$ cat config.mk
export PLATFORM = sky130hd
export DESIGN_NAME = encoder_job_scheduler
export DESIGN_NICKNAME = d
export VERILOG_FILES = /design/src/rtl/encoder_job_scheduler.sv
export SDC_FILE = /design/constraint.sdc
export NUM_CORES = 1
export LEC_CHECK = 0
export BUFFER_PORTS_ARGS = -buffer_cell sky130_fd_sc_hd__buf_2
export CORE_UTILIZATION = 30
export DETAILED_ROUTE_END_ITERATION = 7
export PLACE_DENSITY = 0.54
export SLEW_MARGIN = 20
export SYNTH_ARGS = -nofsm -noshare
export SYNTH_HDL_FRONTEND = slang
export SYNTH_SLANG_ARGS = --single-unit
$ cat constraint.sdc
create_clock -name clk -period 3.9 [get_ports clk]
set_clock_uncertainty 0.15 [all_clocks]
set_input_delay 0.585 -clock clk [delete_from_list [all_inputs] [get_ports clk]]
set_output_delay 0.585 -clock clk [all_outputs]
set_load 0.03 [all_outputs]
$ cat src/rtl/encoder_job_scheduler.sv
// Round-robin scheduler that time-shares the encoder round core between requesters.
// Optional watchdog abort of a hung core is built when WATCHDOG_EN is defined.
module encoder_job_scheduler #(
  parameter int NREQ    = 2,
  parameter int NWORDS  = 25,
  parameter int AW      = 5,
  parameter int TIMEOUT = 64
) (
  input  logic                      clk,
  input  logic                      rst,
  input  logic [NREQ-1:0]           req,
  output logic [NREQ-1:0]           gnt,
  output logic [NREQ-1:0]           done,
  output logic [$clog2(NREQ)-1:0]   owner,
  output logic                      ld_we,
  output logic [AW-1:0]             ld_addr,
  output logic                      core_start,
  input  logic                      core_ready,
  output logic                      rd_en,
  output logic [AW-1:0]             rd_addr,
  output logic                      rd_valid,
  output logic                      err
);

  localparam int OW = $clog2(NREQ);
  localparam logic [AW-1:0] LAST_WORD = AW'(NWORDS - 1);

  if ((2 ** AW) < NWORDS) begin : g_chk_aw
    $error("AW too narrow for NWORDS");
  end
  if (TIMEOUT < 2) begin : g_chk_timeout
    $error("TIMEOUT must be at least 2");
  end

  typedef enum logic [2:0] {
    IDLE, LOAD, START, WAIT_BUSY, WAIT_DONE, UNLOAD, RELEASE
  } state_t;

  state_t          state_q, state_d;
  logic [OW-1:0]   owner_q, owner_d;
  logic [OW-1:0]   last_q, last_d;
  logic [AW-1:0]   cnt_q, cnt_d;
  logic            rd_valid_q;
  logic [OW:0]     pick;

`ifdef WATCHDOG_EN
  localparam int WW = $clog2(TIMEOUT + 1);
  localparam logic [WW-1:0] WDOG_LAST = WW'(TIMEOUT - 1);
  logic [WW-1:0]   wdog_q, wdog_d;
`endif

  // First requester strictly after the last owner, scanning circularly.
  function automatic logic [OW:0] rr_pick(input logic [NREQ-1:0] r,
                                          input logic [OW-1:0]   last);
    logic [OW:0]   res;
    logic [OW-1:0] c;
    res = '0;
    c   = last;
    for (int i = 0; i < NREQ; i++) begin
      c = (c == OW'(NREQ - 1)) ? '0 : c + 1'b1;
      if (!res[OW] && r[c]) res = {1'b1, c};
    end
    return res;
  endfunction

  assign pick = rr_pick(req, last_q);

  always_comb begin
    state_d    = state_q;
    owner_d    = owner_q;
    last_d     = last_q;
    cnt_d      = cnt_q;
    gnt        = '0;
    done       = '0;
    ld_we      = 1'b0;
    ld_addr    = '0;
    core_start = 1'b0;
    rd_en      = 1'b0;
    rd_addr    = '0;
    err        = 1'b0;
`ifdef WATCHDOG_EN
    wdog_d     = wdog_q;
`endif
    if (state_q != IDLE) gnt[owner_q] = 1'b1;

    case (state_q)
      IDLE: begin
        if (pick[OW] && core_ready) begin
          owner_d = pick[OW-1:0];
          cnt_d   = '0;
          state_d = LOAD;
        end
      end
      LOAD: begin
        ld_we   = 1'b1;
        ld_addr = cnt_q;
        if (cnt_q == LAST_WORD) state_d = START;
        else                    cnt_d   = cnt_q + 1'b1;
      end
      START: begin
        core_start = 1'b1;
        state_d    = WAIT_BUSY;
`ifdef WATCHDOG_EN
        wdog_d     = '0;
`endif
      end
      WAIT_BUSY: begin
        if (!core_ready) state_d = WAIT_DONE;
      end
      WAIT_DONE: begin
        if (core_ready) begin
          cnt_d   = '0;
          state_d = UNLOAD;
        end
      end
      UNLOAD: begin
        rd_en   = 1'b1;
        rd_addr = cnt_q;
        if (cnt_q == LAST_WORD) state_d = RELEASE;
        else                    cnt_d   = cnt_q + 1'b1;
      end
      RELEASE: begin
        done[owner_q] = 1'b1;
        last_d        = owner_q;
        state_d       = IDLE;
      end
      default: state_d = IDLE;
    endcase

`ifdef WATCHDOG_EN
    // A hung core is abandoned: the owner still gets done, flagged by err.
    if (state_q == WAIT_BUSY || state_q == WAIT_DONE) begin
      wdog_d = wdog_q + 1'b1;
      if (wdog_q == WDOG_LAST) begin
        err           = 1'b1;
        done[owner_q] = 1'b1;
        last_d        = owner_q;
        state_d       = IDLE;
      end
    end
`endif
  end

  always_ff @(posedge clk or posedge rst) begin
    if (rst) begin
      state_q    <= IDLE;
      owner_q    <= '0;
      last_q     <= OW'(NREQ - 1);
      cnt_q      <= '0;
      rd_valid_q <= 1'b0;
`ifdef WATCHDOG_EN
      wdog_q     <= '0;
`endif
    end else begin
      state_q    <= state_d;
      owner_q    <= owner_d;
      last_q     <= last_d;
      cnt_q      <= cnt_d;
      rd_valid_q <= rd_en;
`ifdef WATCHDOG_EN
      wdog_q     <= wdog_d;
`endif
    end
  end

  assign owner    = owner_q;
  assign rd_valid = rd_valid_q;

endmodule

==> out/summary.json <==
{
  "worst_reg_to_reg_path_cell_count": {"value": 5},
  "peakVddDrop": {"value": 452, "unit": "uV"},
  "post_cts.repair.setup_buffers": {"value": 0},
  "worst-endpoint-arrival": {"value": 1.64, "unit": "ns"},
  "synthCells": {"value": 79},
  "fp.dieArea": {"value": 2500, "unit": "sq um"},
  "yosys_warnings": {"value": 0},
  "met3_track_usage_gr": {"value": 2.78, "unit": "%"},
  "syn_area": {"value": 692, "unit": "sq um"},
  "ant_nets": {"value": 0},
  "dieHeight": {"value": 50.0, "unit": "um"},
  "synth_top_area_share": {"value": 36.2, "unit": "%"},
  "setup_total_negative_slack": {"value": 0, "unit": "ns"},
  "synth-seq-area-share": {"value": 40.0, "unit": "%"},
  "grt_setup_unrepaired": {"value": "no"},
  "floorplan.initialDensity": {"value": 31.6, "unit": "%"},
  "clock_latency": {"value": 0.27, "unit": "ns"},
  "hold_ws": {"value": 0.143, "unit": "ns"},
  "std_cell_rows": {"value": 17},
  "fillers": {"value": 220},
  "dominant_synthesized_flop_cell": {"value": "dfrtp_1"},
  "placed_cell_area": {"value": 818, "unit": "sq um"},
  "drt-initial-drc-count": {"value": 14},
  "utilization": {"value": 38.5, "unit": "%"},
  "pwr-share-clk": {"value": 10.9, "unit": "%"},
  "ff2ff_setup_slack": {"value": 2.34, "unit": "ns"},
  "gr-usage-met2": {"value": 24.9, "unit": "%"},
  "met1_usage": {"value": 18.6, "unit": "%"},
  "grt_max_degree": {"value": 12},
  "highest_clock_frequency_the_design_can_meet": {"value": 421, "unit": "MHz"},
  "clock_sinks": {"value": 11},
  "critical_path.startpoint": {"value": "state_q[1]"},
  "grt_first_pass_wirelength": {"value": 2.73, "unit": "mm"},
  "synth.lib_cells_used.distinct": {"value": 32},
  "dp_cells": {"value": 127},
  "cp-end-kind": {"value": "primary output"},
  "drt_wl_total": {"value": 1.73, "unit": "mm"},
  "period_minus_slack": {"value": 2.37, "unit": "ns"},
  "gpl.final_weighted_congestion": {"value": 0.722},
  "drc": {"value": 0},
  "antenna_found_initial": {"value": 0},
  "yosys-top-cells-area": {"value": "dfrtp_1, and2_1, nand2b_1"},
  "vias": {"value": 670},
  "postLayoutSetupSlackWorst": {"value": 1.53, "unit": "ns"},
  "critical-path-top-delay-family": {"value": "simple AND/OR/NAND/NOR gates"},
  "nNetsFinal": {"value": 111},
  "final_min_period_over_clock_period": {"value": 60.9, "unit": "%"},
  "ctsLongestPathBuffers": {"value": 2},
  "mean_post_synth_cell_area": {"value": 8.76, "unit": "sq um"},
  "drv_cap": {"value": 0},
  "status": {"value": "finished, final reports clean"},
  "dieWidth": {"value": 50.0, "unit": "um"},
  "synth-seq-cells": {"value": 11},
  "longest_individual_stage_delay_on_the_worst_path": {"value": 0.47, "unit": "ns"},
  "drive_above_1_share": {"value": 28.2, "unit": "%"},
  "holdBufCountCts": {"value": 0},
  "drt_first_pass_iters": {"value": 4},
  "switching_share": {"value": 54.0, "unit": "%"},
  "tritoncts.num_buffers": {"value": 3},
  "tritoncts": {"value": "built"},
  "final_max_slew_viol_count": {"value": 0},
  "pwr-share-seq": {"value": 29.6, "unit": "%"},
  "power.share.combinational": {"value": 59.4, "unit": "%"},
  "synthToLayoutAreaGrowth": {"value": 22.1, "unit": "%"},
  "finalInstanceArea": {"value": 845, "unit": "sq um"},
  "critical_path_required_time": {"value": 3.16, "unit": "ns"},
  "routedWlPerCell": {"value": 13.2, "unit": "um"},
  "root_buffer": {"value": "clkbuf_4"},
  "pnr_total_power": {"value": 0.726, "unit": "mW"},
  "critPathKind": {"value": "reg -> out"},
  "crit_chain": {"value": "nand2b_1, nor2_1, and2_1, buf_2"},
  "synthesis.nets": {"value": 86},
  "grt_overflow_total": {"value": 0},
  "cp_num_buf_inv": {"value": 1},
  "rr_startpoint": {"value": "cnt_q[1]"},
  "worstReg2RegEnd": {"value": "cnt_q[1]"},
  "ff_latch_area": {"value": 277, "unit": "sq um"},
  "critical_path_peak_fanout": {"value": 9},
  "clk_pin_slew_worst_paths": {"value": 0.07, "unit": "ns"},
  "hold_viol": {"value": 0},
  "detailedPlace.worstSlack": {"value": 1.85, "unit": "ns"},
  "number_of_enable_type_register_cells_in_the_synthesized_netlist": {"value": 0},
  "worst_hold_path_type": {"value": "in -> async"},
  "antennaDiodeCount": {"value": 0},
  "track_usage": {"value": 15.1, "unit": "%"},
  "clock_tree.htree_level_count": {"value": 1},
  "first_global_vias": {"value": 581},
  "netSwitchingPower": {"value": 0.392, "unit": "mW"},
  "setup.worst_path.start_class": {"value": "register"},
  "final_cell_count_no_fill": {"value": 131},
  "gr-max-usage-layer": {"value": "met2"},
  "multi_input_area": {"value": 377, "unit": "sq um"},
  "cell_internal_pwr": {"value": 0.334, "unit": "mW"},
  "vias_per_cell": {"value": 5.11},
  "power_density": {"value": 860, "unit": "nW/um^2"},
  "floorplan.io_pins": {"value": 25},
  "synth.largest_area_cell": {"value": "dfrtp_1"},
  "setup_viol": {"value": 0},
  "synthArstFlopShare": {"value": 100, "unit": "%"},
  "cp_slowest_cell": {"value": "dfrtp_1"},
  "total_leakage_power": {"value": 0.449, "unit": "nW"},
  "coreArea": {"value": 2190, "unit": "sq um"},
  "yosysMostFrequentCell": {"value": "dfrtp_1"},
  "synth_common_cells": {"value": "dfrtp_1, nor2_1, and2_1, nor3_1"},
  "dp.final_hpwl": {"value": 1.29, "unit": "mm"},
  "cts-resized-gates": {"value": 0},
  "buffer_ports.inserted": {"value": 23}
}
[metal layers]
metal | wire length (um) | up-vias | part of all wire, %
met5 | 0 | - | 0
met4 | 29 | 0 | 1.7
met3 | 103 | 4 | 6.0
met2 | 847 | 32 | 49
met1 | 745 | 315 | 43
li1 | - | 319 | -
[kinds of logic (layout without fill, tap and decap cells)]
kind of cell               after synthesis  after routing  share of synthesized area, %
AOI/OAI and AO/OA                       14             14                          13.9
DFF                                     11             11                          40.0
other                                    1              1                         0.542
and+or+nand+nor                         42             42                          33.5
adders and majority gates                2              2                          3.62
buffers and inverters                    7             31                          5.60
muxes                                    2              2                          2.89
[power groups by stage]
stage	sequential, mW	clock, mW	combinational [mW]
after floorplan	0.204	0	0.333
after global placement	0.213	0	0.426
after detailed placement	0.216	0	0.431
after CTS	0.214	0.0823	0.434
after global routing	0.224	0.0864	0.468
final	0.215	0.0794	0.432
[worst max path at each step]
stage | end | slack, ns | cells after the start
after CTS | rd_addr[2] | 1.53 | 4
after floorplan | rd_addr[2] | 1.65 | 3
after detailed placement | rd_addr[2] | 1.85 | 4
after global routing | rd_addr[2] | 1.39 | 4
after global placement | rd_addr[2] | 1.89 | 4
final | rd_addr[2] | 1.53 | 4
[area by class of cell]
| type | instances | area share [%] |
|---|---|---|
| multi-input combinational | 61 | 44.6 |
| sequential | 11 | 32.7 |
| timing repair buffer | 23 | 13.6 |
| tap | 28 | 4.15 |
| clock buffer | 4 | 3.11 |
| inverter | 4 | 1.78 |
[sequential cells by signal (all words and copies together), names as in the netlist]
name	count
last_q	1
cnt_q	5
owner	1
state_q	3
rd_valid	1
[placed cells by master, fill, tap and decap left out, types with 2 or more instances in the layout]
| cell type | n |
|---|---|
| mux2i_1 | 2 |
| ha_1 | 2 |
| o21ai_0 | 5 |
| or3_1 | 2 |
| nor3_1 | 6 |
| nor2_1 | 8 |
| nor2b_1 | 2 |
| buf_2 | 23 |
| nand2b_1 | 5 |
| a21oi_1 | 2 |
| inv_1 | 4 |
| nand3_1 | 2 |
| and2_1 | 6 |
| dfrtp_1 | 10 |
| clkbuf_4 | 3 |
| nand2_1 | 5 |
[worst register-to-register path, stage by stage, from the launching register on]
cell and delay (ns):
dfrtp_1 0.40, inv_1 0.14, ha_1 0.16, nand4b_1 0.24, o2bb2ai_2 0.22, mux2i_1 0.13
Power figures use the tool's default switching activity.
